===== src/rtl/fifo_mem_write.sv =====
// rtl/fifo_mem_write.sv - write-domain half of the bridge async FIFO: storage, write pointer, full/overflow
//
// Ports:
//   w_clk     write-domain clock
//   w_rstn    asynchronous active-low reset, write domain
//   w_inc     push request; w_data is taken on this edge unless w_full
//   w_data    write data word
//   r_gptr    Gray read pointer from the read domain (asynchronous to w_clk)
//   w_full    registered full flag; pushes are ignored while high
//   w_gptr    registered Gray write pointer, to the read-domain synchronizer
//   w_addr    current write address (binary pointer without its wrap bit)
//   w_ovf     sticky flag: a push was attempted while full
//   FIFO_MEM  the whole storage array, read directly by the read domain

module fifo_mem_write #(
    parameter int D_SIZE  = 16,
    parameter int F_DEPTH = 8,
    parameter int P_SIZE  = 4
) (
    input  logic              w_clk,
    input  logic              w_rstn,
    input  logic              w_inc,
    input  logic [D_SIZE-1:0] w_data,
    input  logic [P_SIZE-1:0] r_gptr,
    output logic              w_full,
    output logic [P_SIZE-1:0] w_gptr,
    output logic [P_SIZE-2:0] w_addr,
    output logic              w_ovf,
    output logic [D_SIZE-1:0] FIFO_MEM [F_DEPTH-1:0]
);

    // In Gray code, a write pointer exactly one lap ahead of the read pointer
    // differs from it in the two most significant bits only.
    localparam logic [P_SIZE-1:0] FULL_MASK = ~({P_SIZE{1'b1}} >> 2);

    logic [P_SIZE-1:0] w_bptr;
    logic [P_SIZE-1:0] rq1;
    logic [P_SIZE-1:0] rq2;
    logic [P_SIZE-1:0] bnext;
    logic [P_SIZE-1:0] gnext;
    logic              w_push;
    logic              full_next;

    assign w_addr    = w_bptr[P_SIZE-2:0];
    assign w_push    = w_inc & ~w_full;
    assign bnext     = w_bptr + P_SIZE'(w_push);
    assign gnext     = bnext ^ (bnext >> 1);
    // Compared against the synchronized read pointer only, so a read advance
    // is seen late and full can only be reported too long, never too short.
    assign full_next = (gnext == (rq2 ^ FULL_MASK));

    // Two-flop synchronizer for the read pointer.
    always_ff @(posedge w_clk or negedge w_rstn) begin
        if (!w_rstn) begin
            rq1 <= '0;
            rq2 <= '0;
        end else begin
            rq1 <= r_gptr;
            rq2 <= rq1;
        end
    end

    // Write pointer, full and overflow flags.
    always_ff @(posedge w_clk or negedge w_rstn) begin
        if (!w_rstn) begin
            w_bptr <= '0;
            w_gptr <= '0;
            w_full <= 1'b0;
            w_ovf  <= 1'b0;
        end else begin
            w_bptr <= bnext;
            w_gptr <= gnext;
            w_full <= full_next;
            if (w_inc && w_full) begin
                w_ovf <= 1'b1;
            end
        end
    end

    // Storage array; contents are discarded on reset.
    always_ff @(posedge w_clk or negedge w_rstn) begin
        if (!w_rstn) begin
            for (int i = 0; i < F_DEPTH; i++) begin
                FIFO_MEM[i] <= '0;
            end
        end else if (w_push) begin
            FIFO_MEM[w_addr] <= w_data;
        end
    end

endmodule

===== config.mk =====
export PLATFORM = sky130hd
export DESIGN_NAME = fifo_mem_write
export DESIGN_NICKNAME = d
export VERILOG_FILES = /design/src/rtl/fifo_mem_write.sv
export SDC_FILE = /design/constraint.sdc
export NUM_CORES = 1
export LEC_CHECK = 0
export ABC_CLOCK_PERIOD_IN_PS = 2250
export CORE_AREA = 4 4 114 116
export DETAILED_ROUTE_END_ITERATION = 8
export DIE_AREA = 0 0 118 120
export PLACE_DENSITY_LB_ADDON = 0.3
export SETUP_SLACK_MARGIN = 0.2
export SYNTH_ARGS = -nofsm -noshare
export SYNTH_HDL_FRONTEND = slang
export SYNTH_SLANG_ARGS = --single-unit

===== constraint.sdc =====
create_clock -name w_clk -period 2.25 [get_ports w_clk]
set_clock_uncertainty 0.05 [all_clocks]
set_input_delay 0.225 -clock w_clk [delete_from_list [all_inputs] [get_ports w_clk]]
set_output_delay 0.225 -clock w_clk [all_outputs]
set_load 0.02 [all_outputs]

==> flow_metrics.tcl, run 1 <==
set metrics [dict create \
    status "completed" \
    ant_nets 0 \
    cts_tree "done" \
    mostFrequentLayoutCell "clkdlybuf4s50_1" \
    fin_util_pct 67.10 \
    start_util_pct 46.24 \
    p_comb_share_pct 46.6 \
    row_count 40 \
    ys_seq_area_share_pct 65.88 \
    max_freq_ghz 0.5196 \
    avgSynthCellArea_sq_um 17.49 \
    leakagePower_nw 3.434 \
    viasPerCell 5.076 \
    synth_cell_types 25 \
    period_share_pct 85.53 \
    first_pass_iters 4 \
    grt_pass1_vias 3733 \
    clk_pin_slew_ps 60 \
    power_density_nw_per_um2 1773 \
    clock_power_share_pct 20.7 \
    insertion_delay_ps 410 \
    hold_depth 1 \
    post-place-ws_ps -13.84 \
    p_switching_mw 4.867 \
    nNetsFinal 525 \
    switching_share_pct 34.34 \
    drtIter0Drc 168 \
    tightest_slew_ps 461.5 \
    holdCritPathClass "input port to register" \
    hold_viol_final 0 \
    cp.required_ps 2520 \
    gp_congestion 0.8114 \
    ir_drop_v 0.0007979 \
    path_max_fanout 3 \
    routedWlPerCell_um 19.80 \
    syn_to_final_growth_pct 45.12 \
    cts_buffers 17 \
    dieArea_sq_um 14160 \
    cp-start-kind "register" \
    io_pins 160 \
    grtUsageTotal_pct 19.36 \
    port_buffers 159 \
    syn_inst 315 \
    reg2reg_depth 7 \
    dp_hpwl_mm 8.995 \
    cts.sinks 145 \
    cts_buffer_depth 2 \
    die_h_um 120 \
    cts-htree-levels 4 \
    fp.dieW_um 118 \
    drc 0 \
    syn_nets 340 \
    holdWs_ps 194.8 \
    finalPower_mw 14.18 \
    critPathKind "register to register" \
    syn_area_sq_um 5508 \
    antenna_found_initial 0 \
    vias 3345 \
    power_frac_seq_pct 32.7 \
    root_buffer "clkbuf_16" \
    wl_mm 13.05 \
    grt_overflow 0 \
    end_kind "register" \
    grt_max_degree 73 \
    drv_slew 0 \
    worst-endpoint-arrival_ps 2200 \
    maxCapViolations 0 \
    synth_warnings 0 \
    drive_gt1_share_pct 37.11 \
    period_needed_ps 1925 \
    grt_setup_unrepaired "no" \
    coreArea_sq_um 11910 \
    p_int_mw 9.308 \
    ys_seq_elements 145 \
    grt_pass1_wl_mm 20.91 \
    layout_common_cells "158 x clkdlybuf4s50_1, 143 x dfrtp_1, 127 x mux2_2, 17 x clkbuf_16, 12 x buf_4" \
    n_antenna_cell 0 \
    slew_headroom_pct 69.23 \
    setup_viol 0 \
    fin_ws_ps 325.5 \
]
-- flip-flops by register name, indices dropped and copies added, names as in the netlist --
| register | cells |
|---|---|
| FIFO_MEM | 128 |
| w_full | 1 |
| w_ovf | 1 |
| w_gptr | 3 |
| rq1 | 4 |
| rq2 | 4 |
| w_bptr | 4 |
-- critical path, stage by stage, from the launching register on --
cell,delay (ps)
dfrtp_1,410
nor2b_4,120
ha_1,180
ha_2,230
xor2_4,200
xor2_1,100
or3_1,340
a22oi_1,190
-- metrics by stage --
| stage | area, sq um | instances | TNS [ps] |
|---|---|---|---|
| after floorplan | 5508 | 315 | 0 |
| after global placement | 7350 | 626 | 0 |
| after detailed placement | 7350 | 626 | -13.84 |
| after CTS | 7981 | 658 | 0 |
| after global routing | 7993 | 659 | 0 |
| final | 7993 | 659 | 0 |
-- final timing paths --
path,start,end,slack [ps]
min reg2reg,rq1[0],rq2[0],300
max,w_full,w_full,330
min,r_gptr[2],rq1[2],190
max reg2reg,w_full,w_full,330
min in group asynchronous,w_rstn,FIFO_MEM[40],230
max in group asynchronous,w_rstn,FIFO_MEM[17],1110
-- layout make-up --
type,instances,area (sq um)
fillers,875,3919
flip-flops and latches,145,3631
repair buffers,177,1793
multi-input cells,158,1760
clock buffers,22,464.2
well taps,147,183.9
clock inverters,9,156.4
inverters,1,3.754
-- power by group through the flow --
stage                     logic [mW]  clock network (mW)  registers, mW
final                           6.61                2.94           4.63
after global routing            6.98                3.12           4.78
after CTS                       6.67                2.99           4.64
after detailed placement        6.63                   0           4.66
after global placement          6.51                   0           4.60
after floorplan                 1.94                   0           6.06
-- timing repair --
action / CTS / global route
endpoints found under the hold margin: 37 / 0
endpoints found under the setup margin: 1 / 1
resized for setup: 1 / 2
hold buffers: 1 / 0
buffers inserted: 0 / 1
-- metal layers --
layer  vias up  GRT usage (%)  wire length [um]
met5         -              0                 0
met4         0          4.615               102
met3        15          9.472              1172
met2       129          31.58              6258
met1      1706          23.23              5514
li1       1495              -                 -
-- Yosys cell counts, drive strengths merged --
library cell / count / area share (%)
a21o: 1 / 0.16
xnor2: 1 / 0.16
buf: 11 / 2.1
nand2: 3 / 0.39
xor2: 7 / 1.5
and2b: 1 / 0.18
or3: 2 / 0.23
ha: 2 / 0.45
nor3b: 2 / 0.68
nand3: 4 / 0.45
mux2: 128 / 26
dfrtp: 145 / 66
nand3b: 2 / 0.73
inv: 1 / 0.068
a22oi: 1 / 0.14
nor2: 2 / 0.23
nor2b: 2 / 0.50
-- kinds of logic after synthesis --
logic type,after synthesis,synth area share [%]
muxes,128,26.17
DFF,145,65.88
adders and majority gates,2,0.4543
and+or+nand+nor,18,3.385
AOI/OAI and AO/OA,2,0.2954
buffers and inverters,12,2.203
xor gates and xnor gates,8,1.613
No activity file was read; power rests on OpenSTA's default activity.
==> inputs of run 2 (changes only) <==
--- a/config.mk
+++ b/config.mk
@@ -10,7 +10,7 @@
 export DETAILED_ROUTE_END_ITERATION = 8
 export DIE_AREA = 0 0 118 120
 export PLACE_DENSITY_LB_ADDON = 0.3
-export SETUP_SLACK_MARGIN = 0.2
+export SETUP_SLACK_MARGIN = 0.02
 export SYNTH_ARGS = -nofsm -noshare
 export SYNTH_HDL_FRONTEND = slang
 export SYNTH_SLANG_ARGS = --single-unit
==> run 2 against run 1 <==
  * Non-clock buffer count fell by 1
  * Sequential share of layout area about the same
  * Largest cell class unchanged
  * First-iteration DRC count grew 17%
  * Combinational power hardly changed
  * Via count rose by 0.42%
  * Critical endpoint is now w_addr[2]
  * Sequential power barely moved
  * Highest routed layer unchanged
  * Largest power group unchanged
==> flow_metrics.tcl, run 2 (synthesis gave the netlist of run 1 again) <==
set metrics [dict create \
    status "completed" \
    drive_gt1_share_pct 36.40 \
    worst-path-buf-inv 1 \
    power_density_nw_per_um2 1773 \
    fillerInstances 875 \
    start_util_pct 46.24 \
    holdWs_ps 195.3 \
    worst-endpoint-arrival_ps 1830 \
    cts_resized 0 \
    end_kind "primary output" \
    grt_overflow 0 \
    cpMaxStageDelayCell "dfrtp_1" \
    vias 3359 \
    largest_reg_flops 128 \
    cts.sinks 145 \
    period_needed_ps 2106 \
    r2r_end "w_full" \
    slowest_delay_ps 710 \
    viasPerCell 5.105 \
    setup_viol 0 \
    root_buffer "clkbuf_16" \
    finalPower_mw 14.15 \
    post-cts-setup-buffers 0 \
    grt_setup_unrepaired "no" \
    holdPathEnd "rq1[2]" \
    cp.required_ps 1980 \
    cpLargestDelayFamily "flip-flops" \
    dpl_cell_area_sq_um 7350 \
    first_pass_iters 4 \
    drv_slew 0 \
    met2WireLength_mm 6.229 \
    drtIter0Drc 196 \
    rrSetupSlack_ps 250 \
    fin_area_sq_um 7980 \
    cp-start-kind "register" \
    coreArea_sq_um 11910 \
    n_antenna_cell 0 \
    grt_pass1_vias 3733 \
    grt_pass1_wl_mm 20.91 \
    row_count 40 \
    cts_buffer_depth 2 \
    routedWlPerCell_um 19.77 \
    tightest_slew_ps 579.0 \
    insertion_delay_ps 410 \
    holdBufCountCts 1 \
    path_max_fanout 9 \
    dp_hpwl_mm 8.995 \
    grtUsageTotal_pct 19.36 \
    drc 0 \
    nNetsFinal 524 \
    dieArea_sq_um 14160 \
    hold_viol_final 0 \
    clk_pin_slew_ps 60 \
    leakagePower_nw 3.433 \
    reg2reg_depth 6 \
    gp_congestion 0.8114 \
    grt_max_degree 73 \
    m1WireLength_mm 5.558 \
    holdCritPathClass "input port to register" \
    ant_nets 0 \
    crit_chain "clkdlybuf4s50_1" \
    wl_mm 13.01 \
    fp.dieW_um 118 \
    syn_to_final_growth_pct 44.89 \
    cts_buffers 17 \
    die_h_um 120 \
    maxCapViolations 0 \
    regMostFlops "FIFO_MEM" \
    cts_tree "done" \
    top_layer "met4" \
    antenna_found_initial 0 \
    layout_common_cells "158 x clkdlybuf4s50_1, 145 x dfrtp_1, 127 x mux2_2, 17 x clkbuf_16, 11 x buf_4" \
    cts-htree-levels 4 \
    routed-wl-met3_mm 1.125 \
    hold_depth 1 \
    io_pins 160 \
    mostFrequentLayoutCell "clkdlybuf4s50_1" \
    r2r_start "w_bptr[0]" \
    holdCritStartpoint "r_gptr[2]" \
    port_buffers 159 \
    max_freq_ghz 0.4747 \
    ir_drop_v 0.0007979 \
    slew_headroom_pct 61.40 \
    period_share_pct 93.62 \
    critPathKind "register to primary output" \
]
-- run 2: final cells by class --
| cell class | instances | area [sq um] | share of cell area [%] |
|---|---|---|---|
| Inverter | 1 | 3.754 | 0.04704 |
| Timing Repair Buffer | 176 | 1785 | 22.37 |
| Multi-Input combinational cell | 158 | 1758 | 22.03 |
| Clock inverter | 9 | 156.4 | 1.960 |
| Sequential cell | 145 | 3628 | 45.47 |
| Tap cell | 147 | 183.9 | 2.305 |
| Clock buffer | 22 | 464.2 | 5.817 |
-- run 2: where the power goes --
part           internal [mW]  switching, mW  leakage (nW)
clock                   1.91           1.03         0.292
combinational           3.50           3.09          1.40
sequential              3.88          0.745          1.74
total                   9.29           4.86          3.43
-- run 2: how the worst max path moves through the flow --
stage                     depth (start not counted)   endpoint       from
final                                             1  w_addr[2]  w_bptr[2]
after floorplan                                   7     w_full     w_full
after global placement                            8     w_full      w_inc
after CTS                                         1  w_addr[2]  w_bptr[2]
after global routing                              1  w_addr[2]  w_bptr[2]
after detailed placement                          8     w_full      w_inc
-- run 2: through the flow --
stage          setup TNS [ps]  instances  util (%)  worst slack [ps]
2_1_floorplan               0        315         -             204.9
3_3_place_gp                0        626     61.70             19.66
3_5_place_dp           -13.84        626     61.70            -13.84
4_1_cts                     0        658     67.00             101.7
5_1_grt                     0        658     67.00             34.63
6_report                    0        658     67.00             143.5
-- run 2: routing by layer --
layer	global-route usage, %	vias up
li1	-	1497
met1	23.23	1711
met2	31.58	136
met3	9.472	15
met4	4.615	0
met5	0	-
